## config.mk

```make
export PLATFORM = sky130hd
export DESIGN_NAME = fifo_ctrl
export DESIGN_NICKNAME = d
export VERILOG_FILES = /design/src/rtl/fifo_ctrl.sv
export SDC_FILE = /design/constraint.sdc
export NUM_CORES = 1
export LEC_CHECK = 0
export CAP_MARGIN = 10
export CORE_MARGIN = 1
export CORE_UTILIZATION = 40
export CTS_CLUSTER_SIZE = 40
export DETAILED_ROUTE_END_ITERATION = 6
export GPL_TIMING_DRIVEN = 0
export PLACE_DENSITY = 0.79
export SYNTH_ARGS = -nofsm -noshare
export SYNTH_HDL_FRONTEND = slang
export SYNTH_SLANG_ARGS = --single-unit
```

## constraint.sdc

```tcl
create_clock -name clk -period 1.9 [get_ports clk]
set_input_delay 0.38 -clock clk [delete_from_list [all_inputs] [get_ports clk]]
set_output_delay 0.38 -clock clk [all_outputs]
set_load 0.02 [all_outputs]
```

## src/rtl/fifo_ctrl.sv

```systemverilog
// fifo_ctrl: pointer/flag controller for a register-file FIFO.
// Drives the storage write enable and the write/read addresses. Tracks
// occupancy and publishes registered full/empty, threshold and sticky
// overflow/underflow status. Holds no data itself.
module fifo_ctrl #(
  parameter int ADDR_WIDTH      = 3,
  parameter int ALMOST_FULL_TH  = 6,  // 1 .. DEPTH
  parameter int ALMOST_EMPTY_TH = 1   // 0 .. DEPTH-1
) (
  input  logic                  clk,
  input  logic                  reset,
  input  logic                  wr,
  input  logic                  rd,
  input  logic                  clr_err,
  output logic                  w_en,
  output logic [ADDR_WIDTH-1:0] w_addr,
  output logic [ADDR_WIDTH-1:0] r_addr,
  output logic                  full,
  output logic                  empty,
  output logic                  almost_full,
  output logic                  almost_empty,
  output logic [ADDR_WIDTH:0]   count,
  output logic                  overflow,
  output logic                  underflow
);

  localparam int CW = ADDR_WIDTH + 1;
  localparam logic [ADDR_WIDTH:0] DEPTH_C = CW'(1 << ADDR_WIDTH);
  localparam logic [ADDR_WIDTH:0] AF_TH_C = CW'(ALMOST_FULL_TH);
  localparam logic [ADDR_WIDTH:0] AE_TH_C = CW'(ALMOST_EMPTY_TH);

  logic [ADDR_WIDTH-1:0] wr_ptr_q, wr_ptr_d;
  logic [ADDR_WIDTH-1:0] rd_ptr_q, rd_ptr_d;
  logic [ADDR_WIDTH:0]   count_q, count_d;
  logic                  full_q, full_d;
  logic                  empty_q, empty_d;
  logic                  almost_full_q, almost_full_d;
  logic                  almost_empty_q, almost_empty_d;
  logic                  overflow_q, overflow_d;
  logic                  underflow_q, underflow_d;
  logic                  push_ok, pop_ok;

  // Accept/reject decisions and next-state for pointers, count, flags.
  always_comb begin
    // NOTE: every always_comb output gets a default first so no path leaves
    // it unassigned; otherwise synthesis infers a latch.
    wr_ptr_d       = wr_ptr_q;
    rd_ptr_d       = rd_ptr_q;
    count_d        = count_q;

    // Requests are qualified by the registered flags of this cycle.
    push_ok = wr & ~full_q;
    pop_ok  = rd & ~empty_q;

    if (push_ok) wr_ptr_d = wr_ptr_q + 1'b1;  // wraps modulo DEPTH
    if (pop_ok)  rd_ptr_d = rd_ptr_q + 1'b1;

    unique case ({push_ok, pop_ok})
      2'b10:   count_d = count_q + 1'b1;
      2'b01:   count_d = count_q - 1'b1;
      default: count_d = count_q;
    endcase

    // Flags are derived from the next count so they line up with count.
    full_d         = (count_d == DEPTH_C);
    empty_d        = (count_d == '0);
    almost_full_d  = (count_d >= AF_TH_C);
    almost_empty_d = (count_d <= AE_TH_C);

    // Sticky errors: a set condition in the same cycle beats clr_err.
    overflow_d  = (overflow_q  & ~clr_err) | (wr & full_q);
    underflow_d = (underflow_q & ~clr_err) | (rd & empty_q);
  end

  // State register with synchronous active-high reset.
  always_ff @(posedge clk) begin
    // NOTE: sequential state uses non-blocking assignments so every register
    // samples pre-edge values regardless of statement order.
    if (reset) begin
      wr_ptr_q       <= '0;
      rd_ptr_q       <= '0;
      count_q        <= '0;
      full_q         <= 1'b0;
      empty_q        <= 1'b1;
      almost_full_q  <= 1'b0;
      almost_empty_q <= 1'b1;
      overflow_q     <= 1'b0;
      underflow_q    <= 1'b0;
    end else begin
      wr_ptr_q       <= wr_ptr_d;
      rd_ptr_q       <= rd_ptr_d;
      count_q        <= count_d;
      full_q         <= full_d;
      empty_q        <= empty_d;
      almost_full_q  <= almost_full_d;
      almost_empty_q <= almost_empty_d;
      overflow_q     <= overflow_d;
      underflow_q    <= underflow_d;
    end
  end

  // Storage is written only for accepted pushes, and never during reset.
  assign w_en         = push_ok & ~reset;
  assign w_addr       = wr_ptr_q;
  assign r_addr       = rd_ptr_q;
  assign count        = count_q;
  assign full         = full_q;
  assign empty        = empty_q;
  assign almost_full  = almost_full_q;
  assign almost_empty = almost_empty_q;
  assign overflow     = overflow_q;
  assign underflow    = underflow_q;

endmodule

```

==> results.cfg, run 1 <==
[yosys]
ys_seq_elements = 16
syn_area_per_cell_um2 = 9.36
synth_seq_area_share = 0.384
synth-main-ff-cell = dfxtp_1
yosysWarningCount = 0
ys_types = 29
synthArstFlopShare = 0
synth_nets = 98
synth_edf_count = 0
syn-instance-count = 89
netlist_area_um2 = 833

[global_route]
gr-total-overflow = 0
grt_most_used_layer = met2
grt_pass1_wl_mm = 2.68
use_met1 = 0.195
grt_use_total = 0.174
grt_max_degree = 11
first_global_vias = 647
globalRouteMet3Util = 0.0566
antenna_found_initial = 0
use_met2 = 0.312

[sta]
finalSetupTns_ns = -0.0273
post-route-min-period_ns = 1.93
drv_slew = 0
finalHoldViolCount = 0
fmax_ghz = 0.519
rsz0062_at_grt = yes
period_share = 1.01
timing.final.ws_setup_ns = -0.0273
max_slew_margin = 0.726
fin_skew_ns = 0.00202
finalSetupViolations = 1
worst_slew_pin_slew_ns = 0.411

[clock_tree]
clk_pin_slew_ns = 0.09
cts_max_level = 1
root_buffer = clkbuf_4
postCtsHoldBufs = 0
clock-sinks = 16
cts_tree = yes
cts_buffer_depth = 2
cts-buffers-inserted = 3
insertion_delay_ns = 0.28

[placed_design]
place_area_mm2 = 0.00107
place_hpwl_mm = 1.33
io_buffers = 20
gp_congestion = 0.808

[pwr]
leakage_nw = 0.491
peakVddDrop_v = 0.000730
cellPowerDensity_mw_per_mm2 = 1270
power_mw = 1.48

[setup_path]
worstRegToRegCells = 9
path_cells = nor2b_4 > buf_8 > nor2_8 > xor2_2 > ha_2 > a21oi_2 > xnor3_1 > o41ai_2 > nor3b_2
worstReg2RegEnd = full
r2r_start = full
path_depth = 9
critPathLaunchType = register
crit_arrival_ns = 2.13
max_stage_delay_ns = 0.35
cp_top_family = compound AO/OA/AOI/OAI gates
path_max_fanout = 4
crit_type = reg2reg
reg2reg_slack_ns = -0.03
worst-path-buf-inv = 1
cp.required_ns = 2.11
cp-end-kind = register
cpMaxStageDelayCell = dfxtp_2

[die]
std_cell_rows = 16
core-area_mm2 = 0.00196
num_io_pins = 22
die_h_um = 47.6
start_util = 0.425
dieArea_mm2 = 0.00227
fp.dieW_um = 47.6

[drt]
drc = 0
drt-initial-drc-count = 6
viasPerCell = 5.07
wire_per_inst_um = 12.6
vias = 730
wl_mm = 1.82
first_pass_iters = 4
ant_nets = 0

[worst_hold_path]
hold_class = in2reg
holdPathStages = 3
min_delay_worst_endpoint = overflow
hold_start = wr

[final_layout]
syn_to_final_growth_pct = 39.6
drive_gt1_frac = 0.239
fin_area_mm2 = 0.00116
antenna_cells = 0
finalNetCount = 128
fill_cells = 188

[status]
status = finished, violations left
violations = negative setup slack

[run]
maxCapViolations = 0
==> report_power, final <==
part           internal, mW  switching, mW  total, mW  leakage [nW]
clock                0.0736          0.103      0.176        0.0138
sequential            0.417         0.0852      0.503         0.132
combinational         0.405          0.394      0.799         0.345
total                 0.896          0.582       1.48         0.491
==> flip-flops by register name, summed over array words and instances, names as in the netlist <==
register / flops
almost_empty: 1
underflow: 1
overflow: 1
count: 4
almost_full: 1
r_addr: 3
w_addr: 3
full: 1
empty: 1
==> through the flow <==
step / utilization / hold WS (ns) / setup slack [ns] / instances
CTS: 0.587 / 0.442 / -0.0968 / 144
finish: 0.593 / 0.449 / -0.0273 / 144
global route: 0.593 / 0.477 / -0.0968 / 144
global placement: 0.547 / 0.463 / -0.613 / 136
floorplan: - / 0.524 / 0.00866 / 89
detailed placement: 0.547 / 0.476 / -0.681 / 136
==> routing by layer <==
metal  wire, um  vias to the layer above
met5          0                        -
met4          0                        0
met3         89                        0
met2        973                       25
met1        759                      349
li1           -                      356
==> worst max-delay path by stage <==
stage                 to  slack (ns)   from
floorplan           full       0.009     wr
global placement    full       -0.61     wr
detailed placement  full       -0.68     wr
CTS                 full        -0.1   full
global route        full        -0.1  empty
finish              full       -0.03   full
==> kinds of logic after synthesis <==
family          count (synthesis)  share of synthesized area
simple gates                   34                      0.228
fa+ha+maj                       4                     0.0601
buf+inv                         9                     0.0495
compound gates                 17                      0.167
xor+xnor                        9                      0.111
flops                          16                      0.384
==> timing repair <==
item,in CTS,in global routing
pin swaps,2,1
setup endpoints to repair,9,7
buffers inserted,6,0
resized for setup,8,4
==> tightest hold or removal path: cells and delay by family <==
kind	cells	cell delay, ns
buffers and inverters	1	0.18
AO/OA/AOI/OAI	1	0.06
AND/OR/NAND/NOR	1	0.08
==> Yosys cell counts, types with 2 or more instances <==
cell	number	area (um2)
nand2_1	9	33.8
xor2_1	4	35.0
nand3_1	2	10.0
nand4_1	2	12.5
a22oi_1	3	22.5
xnor2_1	4	35.0
nor2b_1	3	18.8
nor3_1	2	10.0
nor2_1	12	45.0
inv_1	4	15.0
clkbuf_1	3	11.3
a21oi_1	5	25.0
ha_1	4	50.1
dfxtp_1	16	320
a21o_1	2	15.0
==> cell usage in the layout (no fill, tap or decap), drive strengths merged, types with 2 or more instances in the layout <==
| cell | count |
|---|---|
| clkdlybuf4s50 | 17 |
| a21o | 2 |
| a22oi | 3 |
| inv | 5 |
| nand4 | 2 |
| nor3 | 2 |
| clkbuf | 5 |
| nand3 | 2 |
| a21oi | 5 |
| buf | 7 |
| dfxtp | 16 |
| nand2 | 9 |
| ha | 4 |
| nor2 | 13 |
| xnor2 | 4 |
| nor2b | 4 |
| xor2 | 4 |
| dlygate4sd2 | 2 |
==> layout make-up <==
| cell class | count | area, um2 | share of cell area |
|---|---|---|---|
| Buffer | 3 | 23.8 | 0.0204 |
| Clock buffer | 3 | 22.5 | 0.0194 |
| Inverter | 5 | 18.8 | 0.0161 |
| Multi-Input combinational cell | 64 | 498 | 0.428 |
| Sequential cell | 16 | 324 | 0.278 |
| Tap cell | 27 | 33.8 | 0.0290 |
| Timing Repair Buffer | 26 | 243 | 0.209 |
(Power assumes the default switching activity.)
==> run 2: changes to the inputs <==
--- a/config.mk
+++ b/config.mk
@@ -7,11 +7,12 @@
 export LEC_CHECK = 0
 export CAP_MARGIN = 10
 export CORE_MARGIN = 1
-export CORE_UTILIZATION = 40
+export CORE_UTILIZATION = 42
 export CTS_CLUSTER_SIZE = 40
 export DETAILED_ROUTE_END_ITERATION = 6
 export GPL_TIMING_DRIVEN = 0
-export PLACE_DENSITY = 0.79
+export PLACE_DENSITY = 0.82
+export SKIP_LAST_GASP = 1
 export SYNTH_ARGS = -nofsm -noshare
 export SYNTH_HDL_FRONTEND = slang
 export SYNTH_SLANG_ARGS = --single-unit
==> run 2 against run 1 <==
Effect of this change:
- core utilization increased by 8.0 points
- critical path depth increased by 1
- clock power increased by 28%
- non-clock buffer count increased by 4
- flip-flop and latch count unchanged
- largest power group unchanged
- sequential power about the same
- cell area increased by 4.3%
- register-to-register slack improved by 0.03 ns
- global-route usage increased by 2.6 points
- first-iteration DRC count decreased by 17%
- via count unchanged
- the flow still finishes with violations (negative setup slack)
- total power increased by 5.9%
==> results.cfg, run 2 (same netlist as run 1, synthesis figures left out) <==
[status]
status = finished, violations left
violations = negative setup slack

[die]
die_h_um = 46.5
start_util = 0.462
std_cell_rows = 15
dieArea_mm2 = 0.00217
core-area_mm2 = 0.00180
num_io_pins = 22
fp.dieW_um = 46.5

[global_route]
antenna_found_initial = 0
gr-total-overflow = 0
grt_max_degree = 11
grt_pass1_wl_mm = 2.94
first_global_vias = 678
grt_use_total = 0.200

[sta]
fin_skew_ns = 0.00242
post-route-min-period_ns = 1.91
finalSetupTns_ns = -0.00679
rsz0062_at_grt = yes
worst_slew_pin_slew_ns = 0.404
whs_ns = 0.453
finalSetupViolations = 1
max_slew_margin = 0.731
timing.final.ws_setup_ns = -0.00679
fmax_ghz = 0.524
period_share = 1.00
drv_slew = 0
finalHoldViolCount = 0

[setup_path]
cpMaxStageDelayCell = o41ai_2
cp_top_family = compound AO/OA/AOI/OAI gates
critPathLaunchType = input pin
crit_type = in2reg
cp-end-kind = register
path_max_fanout = 5
cp.required_ns = 2.12
crit_arrival_ns = 2.13
path_cells = dlygate4sd2_1 > nor2b_4 > buf_6 > nor2_8 > xor2_1 > ha_2 > a21oi_2 > xnor3_1 > o41ai_2 > nor3b_2
max_stage_delay_ns = 0.30
worst-path-buf-inv = 2

[run]
maxCapViolations = 0

[pwr]
power_mw = 1.56
peakVddDrop_v = 0.000738
cellPowerDensity_mw_per_mm2 = 1290
leakage_nw = 0.519

[drt]
wl_mm = 1.85
drt-initial-drc-count = 5
first_pass_iters = 4
vias = 730
wire_per_inst_um = 12.6
viasPerCell = 4.97
ant_nets = 0
drc = 0

[placed_design]
place_area_mm2 = 0.00107
dp_slack_ns = -0.686
gp_congestion = 0.748
placed_cells = 134
io_buffers = 20
place_hpwl_mm = 1.28

[final_layout]
final_cells = 147
largest_reg_flops = 4
antenna_cells = 0
drive_gt1_frac = 0.287
multi_input_area_um2 = 510
fill_cells = 156
final_cell_mix = 17 x clkdlybuf4s50_1, 12 x nor2_1, 12 x dfxtp_1
utilization = 0.674
seqCellArea_um2 = 325
fin_area_mm2 = 0.00121
syn_to_final_growth_pct = 45.6
finalNetCount = 132
final_common_cell = clkdlybuf4s50_1

[clock_tree]
postCtsHoldBufs = 0
cts_max_level = 1
insertion_delay_ns = 0.29
clk_pin_slew_ns = 0.09
root_buffer = clkbuf_4
cts-buffers-inserted = 3
cts_tree = yes
cts_buffer_depth = 2
clock-sinks = 16

[worst_hold_path]
hold_class = in2reg
run 2: cell type report:
type,instances,share of cell area
plain buffers,3,0.0165
clock buffers,4,0.0299
inverters,5,0.0155
multi-input cells,64,0.421
flip-flops and latches,16,0.268
well taps,25,0.0258
repair buffers,30,0.224
run 2: layer usage:
layer / GRT usage / up-vias / part of all wire
met4: 0.124 / 0 / 0.025
li1: - / 370 / -
met2: 0.322 / 18 / 0.52
met1: 0.229 / 338 / 0.42
met5: 0 / - / 0
met3: 0.0588 / 4 / 0.033
run 2: timing repair:
action	CTS	global route
gates resized for setup	7	8
setup buffers	7	3
pin swaps	2	5
setup endpoints to repair	9	9
gates cloned	0	0
endpoints found under the hold margin	0	0
run 2: power by group:
| group | internal (mW) | switching, mW |
|---|---|---|
| Clock | 0.117 | 0.109 |
| Combinational | 0.434 | 0.404 |
| Sequential | 0.419 | 0.0823 |
| Total | 0.969 | 0.595 |
run 2: worst reg2reg max path, stage by stage, from the launching register on:
cell     delay (ns)
dfxtp_2        0.34
nor2b_4        0.10
buf_6          0.14
nor2_8         0.04
xor2_1         0.14
ha_2           0.17
a21oi_2        0.13
xnor3_1        0.26
o41ai_2        0.30
nor3b_2        0.21
run 2: final timing paths:
kind / slack [ns] / start / end / cells past startpoint
max reg2reg: 0 / full / full / 9
max: -0.007 / wr / full / 10
min: 0.45 / reset / count[2] / 2
min reg2reg: 0.49 / r_addr[1] / r_addr[1] / 2
